**src/rtl/sc_levelsequencer_pkg.sv**
```systemverilog
// Shared game constants: sequencer state codes and default game parameters,
// used by the level sequencer and the debug display.
package sc_levelsequencer_pkg;

  localparam int DEF_NUM_LEVELS = 4;
  localparam int DEF_NUM_LIVES  = 3;
  localparam int DEF_HOLD_TICKS = 60;

  typedef enum logic [3:0] {
    ST_RESET     = 4'd0,
    ST_IDLE      = 4'd1,
    ST_CLEAR     = 4'd2,
    ST_LOAD      = 4'd3,
    ST_PLAY      = 4'd4,
    ST_LOSE_LIFE = 4'd5,
    ST_LEVEL_UP  = 4'd6,
    ST_HOLD      = 4'd7,
    ST_GAME_OVER = 4'd8,
    ST_GAME_WON  = 4'd9
  } state_t;

endpackage

```
**src/rtl/sc_holdtimer.sv**
```systemverilog
// Frame-tick counter for the pause between levels/lives: zeroed by clear,
// counts ticks, done while the count equals the terminal value.
module sc_holdtimer #(
  parameter logic [7:0] TERM = 8'd60
) (
  input  logic clk,
  input  logic rst,
  input  logic clear,
  input  logic tick,
  output logic done
);

  logic [7:0] cnt;

  // Saturate rather than wrap so a stale tick can never alias back to TERM.
  always_ff @(posedge clk or posedge rst) begin
    if (rst)                      cnt <= 8'd0;
    else if (clear)               cnt <= 8'd0;
    else if (tick && cnt != 8'hFF) cnt <= cnt + 8'd1;
  end

  assign done = (cnt == TERM);

endmodule

```
**src/rtl/sc_levelsequencer.sv**
```systemverilog
// Game level/lives sequencer: start -> clear -> load -> play, with life loss,
// level advance, timed hold between rounds and game over / game won.
module sc_levelsequencer
  import sc_levelsequencer_pkg::*;
#(
  parameter int NUM_LEVELS = DEF_NUM_LEVELS,
  parameter int NUM_LIVES  = DEF_NUM_LIVES,
  parameter int HOLD_TICKS = DEF_HOLD_TICKS
) (
  input  logic       SC_LEVELSEQUENCER_CLOCK_50,
  input  logic       SC_LEVELSEQUENCER_RESET_InHigh,
  input  logic       SC_LEVELSEQUENCER_Start_InLow,
  input  logic       SC_LEVELSEQUENCER_FrameTick_InHigh,
  input  logic       SC_LEVELSEQUENCER_Goal_InHigh,
  input  logic       SC_LEVELSEQUENCER_Collision_InHigh,
  output logic       SC_LEVELSEQUENCER_clear_OutLow,
  output logic       SC_LEVELSEQUENCER_load_OutLow,
  output logic       SC_LEVELSEQUENCER_run_OutHigh,
  output logic [2:0] SC_LEVELSEQUENCER_level_Out,
  output logic [2:0] SC_LEVELSEQUENCER_lives_Out,
  output logic       SC_LEVELSEQUENCER_gameOver_OutHigh,
  output logic       SC_LEVELSEQUENCER_gameWon_OutHigh,
  output logic [3:0] SC_LEVELSEQUENCER_state_Out
);

  localparam logic [2:0] LAST_LEVEL = 3'(NUM_LEVELS - 1);
  localparam logic [2:0] FULL_LIVES = 3'(NUM_LIVES);

  logic       clk, rst;
  logic       start_q, start_ev;
  logic       hold_done;
  state_t     state;
  logic [2:0] level, lives;

  assign clk = SC_LEVELSEQUENCER_CLOCK_50;
  assign rst = SC_LEVELSEQUENCER_RESET_InHigh;

  // Falling edge of the active-low button; a held button fires once.
  assign start_ev = !SC_LEVELSEQUENCER_Start_InLow && start_q;

  sc_holdtimer #(.TERM(8'(HOLD_TICKS))) u_hold (
    .clk   (clk),
    .rst   (rst),
    .clear (state != ST_HOLD),
    .tick  ((state == ST_HOLD) && SC_LEVELSEQUENCER_FrameTick_InHigh),
    .done  (hold_done)
  );

  always_ff @(posedge clk or posedge rst) begin
    if (rst) begin
      state   <= ST_RESET;
      level   <= 3'd0;
      lives   <= FULL_LIVES;
      start_q <= 1'b1;
    end else begin
      start_q <= SC_LEVELSEQUENCER_Start_InLow;
      case (state)
        ST_RESET: state <= ST_IDLE;
        ST_IDLE, ST_GAME_OVER, ST_GAME_WON:
          if (start_ev) begin
            state <= ST_CLEAR;
            level <= 3'd0;
            lives <= FULL_LIVES;
          end
        ST_CLEAR: state <= ST_LOAD;
        ST_LOAD:  state <= ST_PLAY;
        ST_PLAY:
          // Collision has priority over a same-cycle goal.
          if (SC_LEVELSEQUENCER_Collision_InHigh) begin
            state <= ST_LOSE_LIFE;
            if (lives != 3'd0) lives <= lives - 3'd1;
          end else if (SC_LEVELSEQUENCER_Goal_InHigh) begin
            state <= ST_LEVEL_UP;
          end
        ST_LOSE_LIFE: state <= (lives == 3'd0) ? ST_GAME_OVER : ST_HOLD;
        ST_LEVEL_UP:
          if (level >= LAST_LEVEL) begin
            state <= ST_GAME_WON;
          end else begin
            state <= ST_HOLD;
            level <= level + 3'd1;
          end
        ST_HOLD: if (hold_done) state <= ST_CLEAR;
        default: state <= ST_RESET;
      endcase
    end
  end

  // Moore outputs straight from the state register, so reset reaches them
  // asynchronously together with the state.
  assign SC_LEVELSEQUENCER_clear_OutLow     = !(state == ST_RESET || state == ST_CLEAR);
  assign SC_LEVELSEQUENCER_load_OutLow      = (state != ST_LOAD);
  assign SC_LEVELSEQUENCER_run_OutHigh      = (state == ST_PLAY);
  assign SC_LEVELSEQUENCER_gameOver_OutHigh = (state == ST_GAME_OVER);
  assign SC_LEVELSEQUENCER_gameWon_OutHigh  = (state == ST_GAME_WON);
  assign SC_LEVELSEQUENCER_level_Out        = level;
  assign SC_LEVELSEQUENCER_lives_Out        = lives;
  assign SC_LEVELSEQUENCER_state_Out        = state;

endmodule

```
**config.mk**
```make
export PLATFORM = sky130hd
export DESIGN_NAME = sc_levelsequencer
export DESIGN_NICKNAME = d
export VERILOG_FILES = /design/src/rtl/sc_levelsequencer_pkg.sv /design/src/rtl/sc_holdtimer.sv /design/src/rtl/sc_levelsequencer.sv
export SDC_FILE = /design/constraint.sdc
export NUM_CORES = 1
export LEC_CHECK = 0
export ABC_AREA = 1
export CELL_PAD_IN_SITES_DETAIL_PLACEMENT = 1
export CELL_PAD_IN_SITES_GLOBAL_PLACEMENT = 2
export CORE_UTILIZATION = 34
export CTS_BUF_LIST = sky130_fd_sc_hd__clkbuf_8
export CTS_CLUSTER_SIZE = 10
export DETAILED_ROUTE_END_ITERATION = 7
export PLACE_DENSITY = 0.85
export SLEW_MARGIN = 40
export SYNTH_ARGS = -nofsm -noshare
export SYNTH_HDL_FRONTEND = slang
export SYNTH_HIERARCHICAL = 1
export SYNTH_SLANG_ARGS = --single-unit
```
**constraint.sdc**
```tcl
create_clock -name SC_LEVELSEQUENCER_CLOCK_50 -period 2.44 [get_ports SC_LEVELSEQUENCER_CLOCK_50]
set_input_delay 0.488 -clock SC_LEVELSEQUENCER_CLOCK_50 [delete_from_list [all_inputs] [get_ports SC_LEVELSEQUENCER_CLOCK_50]]
set_output_delay 0.488 -clock SC_LEVELSEQUENCER_CLOCK_50 [all_outputs]
set_load 0.01 [all_outputs]
```
**Word-level counts from Yosys, hierarchy flattened**

Cells that the tools add are included.

- Add/subtract/negate cells: 3
- $mul: 0
- Divide/modulo/power cells: 0
- Magnitude comparators: 1
- Eq/ne operators: 19
- Shifts and indexed selects: 0
- Multiplexer cells: 16
- Bitwise gates (word level): 0
- Reductions and logical operators: 16

Operators by type and width:

| operator | number |
|---|---|
| one-hot mux 4 bit (8 select lines) | 1 |
| 2-to-1 mux 4 bit | 6 |
| equality test 4 x 3 -> 1 bit, second input constant | 4 |
| 2-to-1 mux 8 bit | 2 |
| 2-to-1 mux 3 bit | 5 |
| one-hot mux 3 bit (2 select lines) | 2 |
| adder 8 x 1 -> 8 bit, second input constant | 1 |
| equality test 4 x 2 -> 1 bit, second input constant | 2 |
| equality test 4 bit, second input constant | 2 |
| equality test 8 x 6 -> 1 bit, second input constant | 1 |
| inequality test 2 bit, second input constant | 4 |
| inequality test 8 bit, second input constant | 1 |
| AND reduction 3 bit | 2 |
| nonzero test 2 bit | 3 |
| equality test 4 x 1 -> 1 bit, second input constant | 1 |
| logical NOT 4 bit | 1 |
| inequality test 4 x 2 -> 1 bit, second input constant | 1 |
| inequality test 4 x 3 -> 1 bit, second input constant | 1 |
| AND reduction 4 bit | 1 |
| adder 3 x 1 -> 3 bit, second input constant | 1 |
| >= comparator 3 x 2 -> 1 bit, second input constant | 1 |
| logical AND 1 bit | 3 |
| logical NOT 3 bit | 1 |
| inequality test 3 bit, second input constant | 1 |
| 6 further kinds | 7 |

- Register bits: 19
- Latch bits: 0
- RAM bits: 0
- Memory bits (read-only): 0
- Input port bits: 6
- Output and inout port bits: 15
- Memories kept: 0

**Depth between registers and ports, before layout**

- Depth in word-level cells: 5
- Gate-level depth with buffers: 10
- Mapped depth without buffers: 10

**Hierarchy**

The synthesis kept the hierarchy.

By module, submodules not included:

| module | instances | cells each | area an instance (um2) |
|---|---|---|---|
| sc_levelsequencer | 1 | 116 | 850.8 |
| sc_holdtimer | 1 | 73 | 516.7 |

**Least setup slack after synthesis**

OpenSTA, ideal clock, no wires.

- Path type: reg-to-reg
- Start: register state[3] (netlist: SC_LEVELSEQUENCER_state_Out[3])
- End: register u_hold.cnt[4]
- Arrival time: 1.471 ns
- Data required time: 2.321 ns
- Path slack: 0.850 ns
- Stages on the path, launching flop included: 9
- Buffers on the path: 0
- Period minus slack after synthesis: 1.590 ns
- Path through: dfrtp_1 inv_2 nand4_1 nor2_1 inv_1 nor3_1 nand3_1 nand2_1 nor2_1

- Word-level cells in the longest chain between the ends: 4
- Elaborated cells on any way between the ends: 6
- Classes of those cells: eq/ne: 2; mux: 1; reduce/logical: 3

Ends and longest elaborated chain:

| what | RTL line | source |
|---|---|---|
| start, declared | sc_levelsequencer.sv:32 | `state_t state;` |
| start signal, assigned | sc_levelsequencer.sv:75 | `ST_LOSE_LIFE: state <= (lives == 3'd0) ? ST_GAME_OVER : ST_HOLD;` |
| equality test 4 x 3 -> 1 bit | sc_levelsequencer.sv:45 | `.tick ((state == ST_HOLD) && SC_LEVELSEQUENCER_FrameTick_InHigh),` |
| logical AND 1 bit | sc_levelsequencer.sv:45 |  |
| logical AND 1 bit | sc_holdtimer.sv:19 | `else if (tick && cnt != 8'hFF) cnt <= cnt + 8'd1;` |
| nonzero test 2 bit (no source line) | -- |  |
| end signal, assigned | sc_holdtimer.sv:19 |  |
| end, declared | sc_holdtimer.sv:13 | `logic [7:0] cnt;` |

Parallel ways exist; a longest one is shown, timed or not.
A chain may end at the register's enable or synchronous reset.

**Worst setup path after layout**

- Start: register state[3] (netlist: SC_LEVELSEQUENCER_state_Out[3])
- End: output SC_LEVELSEQUENCER_gameWon_OutHigh

- Word-level cells in the longest chain between the ends: 1

Ends and longest elaborated chain:

| what | RTL line | source |
|---|---|---|
| equality test 4 bit | sc_levelsequencer.sv:95 | `assign SC_LEVELSEQUENCER_gameWon_OutHigh = (state == ST_GAME_WON);` |
| end, declared | sc_levelsequencer.sv:22 | `output logic SC_LEVELSEQUENCER_gameWon_OutHigh,` |

No other way between the ends.

==> metrics.txt <==
CTS tree built; Synth area leaders dfrtp_1 29%, nand2_1 15%, nand3_1 6.6%; Top Ports 21; Reg-to-Reg End u_hold/cnt[6]; WL/cell between 10 and 15 µm; mux contribution to synthesized area 0%; Sink Count 19; Synth Area in XOR/XNOR 1.281%; DRC Markers 0; Worst VDD drop 0.2626 mV; Routed Antenna Nets 0; global placer's final weighted congestion between 0.8 and 0.9; Yosys top cell by area dfrtp_1; CTS Buf Count 3; leakage power 0.8033 nW; setup violators final 0; Setup crit end kind output port; hold crit path type reg2reg; setup ws final 0.1732 ns; clock input transition at the sequential cells of the worst setup and hold paths about 0.08 ns; worst-case reg-to-reg path depth 7; M1 GR Usage around a fifth; WHS Path Cells 2; Worst-Margin Slew around 0.48 ns; Root Driver clkbuf_8; largest family of logic cells by synthesized area simple AND/OR/NAND/NOR gates; hold_buf cts 0; Simple-Gate Fraction of Synth Area between 40 and 50%; Worst-Skew Late Latency approximately 0.26 ns; Remaining Overflow, GRT 0; Worst path max stage delay slightly below 0.6 ns; Synth Area in Compound Gates 5.581%; synthesized net count about 200; CP arrival ~1.8 ns; Setup Fix Bufs, Post-CTS 0; vias in the first global route about 1300; Buf/Inv on CP 2; Syn Std Cell Area approximately 0.0014 mm²; Worst EP required roughly 2.0 ns; Final Hold Viols 0; total die area between 0.004 and 0.005 mm²; CTS H-tree lvls 1; largest net degree at the start of global routing 13; Via density 4.938; post-synthesis adder-cell area fraction 5.489%; core area approximately 0.0038 mm²; # rows 22; layout cell share with drive strength beyond 1 16.59%; crit path kind reg2out; drt initial violations about 60; Setup Skew about 0.0075 ns; Synth Instances 189; most used routing layer met2; R2R Setup Slk 0.71 ns; initial core utilization 36.26%; Synth top area share between 20% and 30%; max-cap viol count 0; Synth cell types 28; die width 65.42 µm; design area ~0.0017 mm²; synthesized area per cell about 7.2 µm²; RSZ-0062 raised after global routing no; critical path, cell by cell inv_2 -> nor4_1 -> clkdlybuf4s50_1; cell area power density 921.1 mW/mm²; antenna violations before repair 0; post-CTS sizing 0; Clock Path Buffers 2; Post-synth EDFFs 0; commonest cells in the synthesized netlist 54 x nand2_1, 22 x inv_1, 18 x nand3_1, 16 x dfrtp_1, 13 x nor2_1; vias post-DR between 1000 and 1500; Max stage delay cell, worst path clkdlybuf4s50_1; Synth Flop Type dfrtp_1; run status completed; Pwr Total about 1.5 mW; Ys Warns 6; FFs w/ async S/R, synth 100.0%; die height ~65 µm; DRT Pass-1 Iters 2; nets@finish 224; Seq/Total Area, Yosys 35.04%; dpl cells between 200 and 300; Area after DPL 0.001612 mm²; pre-CTS WS around 0.46 ns; number of buffers added on ports 20; register bit total from synthesis 19; first-pass GRT wire length about 6000 µm; DRT Wirelength approximately 3400 µm; Startpoint Class flip-flop; synthesis-to-layout area growth 21.23%; Finished Layout Cells between 200 and 300; Rel. slew slack about two thirds; Hold EP SC_LEVELSEQUENCER_lives_Out[1]; fin crit period roughly 2.3 ns; # diodes 0; period utilisation layout 92.90%; Crit Path Max Fanout 8; Peak Freq 441.2 MHz; Fin Setup TNS 0 ns; met3 usage under 10%; Final Slew Violations 0; Worst path top cell family by delay buffers and inverters; most frequent cell after synthesis nand2_1; reg2reg start SC_LEVELSEQUENCER_state_Out[3]; met2 GRT Util between 30% and 40%; GRT Util Overall between 15 and 20%; Post-DP HPWL 2842 µm; Hold Crit Start SC_LEVELSEQUENCER_lives_Out[1]
-- stage by stage --
step | util, % | hold slack [ns]
final | 43.96 | 0.4740
after global routing | 43.96 | 0.5149
after CTS | 43.96 | 0.4778
after detailed placement | 42.73 | 0.4664
after global placement | 42.73 | 0.4644
after floorplan | - | 0.3037
-- tightest hold or removal path: stages (launching register included) --
cell and delay (ns):
dfstp_2 0.38, nand2_1 0.06, nand2_1 0.04
-- cell usage in the layout (no fill, tap or decap), types with 2 or more instances in the layout --
cell type,n
a21oi_1,4
clkbuf_8,3
clkdlybuf4s50_1,20
clkinv_2,2
dfrtp_1,16
dfstp_2,3
ha_1,6
inv_1,22
inv_2,6
nand2_1,54
nand2_2,5
nand2_4,3
nand3_1,18
nand3_2,2
nand4_1,6
nor2_1,13
nor2_2,5
nor2_4,2
nor3_1,5
o21ai_1,6
or2_1,2
xor2_1,2
-- worst max path at each step --
stage | startpoint | to | slack [ns] | depth (start not counted)
floorplan | SC_LEVELSEQUENCER_state_Out[3] | u_hold/cnt[4] | 0.85 | 8
global placement | SC_LEVELSEQUENCER_state_Out[0] | SC_LEVELSEQUENCER_run_OutHigh | 0.50 | 4
detailed placement | SC_LEVELSEQUENCER_state_Out[3] | SC_LEVELSEQUENCER_gameWon_OutHigh | 0.46 | 3
CTS | SC_LEVELSEQUENCER_state_Out[3] | SC_LEVELSEQUENCER_gameWon_OutHigh | 0.16 | 3
global route | SC_LEVELSEQUENCER_state_Out[3] | SC_LEVELSEQUENCER_gameWon_OutHigh | 0.08 | 3
finish | SC_LEVELSEQUENCER_state_Out[3] | SC_LEVELSEQUENCER_gameWon_OutHigh | 0.17 | 3
-- kinds of logic (layout without fill, tap and decap cells) --
group                    Yosys count  in the layout
AO/OA/AOI/OAI                     12             12
XOR/XNOR                           2              2
adder cells (fa/ha/maj)            6              6
buffers and inverters             32             54
flip-flops                        19             19
AND/OR/NAND/NOR                  118            118
-- area by class of cell --
class | instances | area [µm²]
Timing Repair Buffer | 21 | 207.7
Sequential cell | 19 | 479.2
Multi-Input combinational cell | 138 | 754.5
Clock inverter | 1 | 5.005
Tap cell | 48 | 60.06
Inverter | 29 | 110.1
Fill cell | 490 | 2113
Clock buffer | 3 | 41.29
-- registers in the layout (all words and copies together), names as in the netlist --
name and count:
SC_LEVELSEQUENCER_lives_Out 3, start_q 1, SC_LEVELSEQUENCER_level_Out 3, u_hold/cnt 8, SC_LEVELSEQUENCER_state_Out 4
-- layer usage --
layer,vias to the layer above,wire length (µm)
met5,-,0
met4,0,35
met3,4,69
met2,15,1849
met1,615,1487
li1,645,-
-- report_power, final --
part           internal [mW]  switching [mW]
Clock                  0.114           0.106
Combinational          0.332           0.473
Sequential             0.387           0.115
Total                  0.832           0.695
No activity file was read; power rests on OpenSTA's default activity.
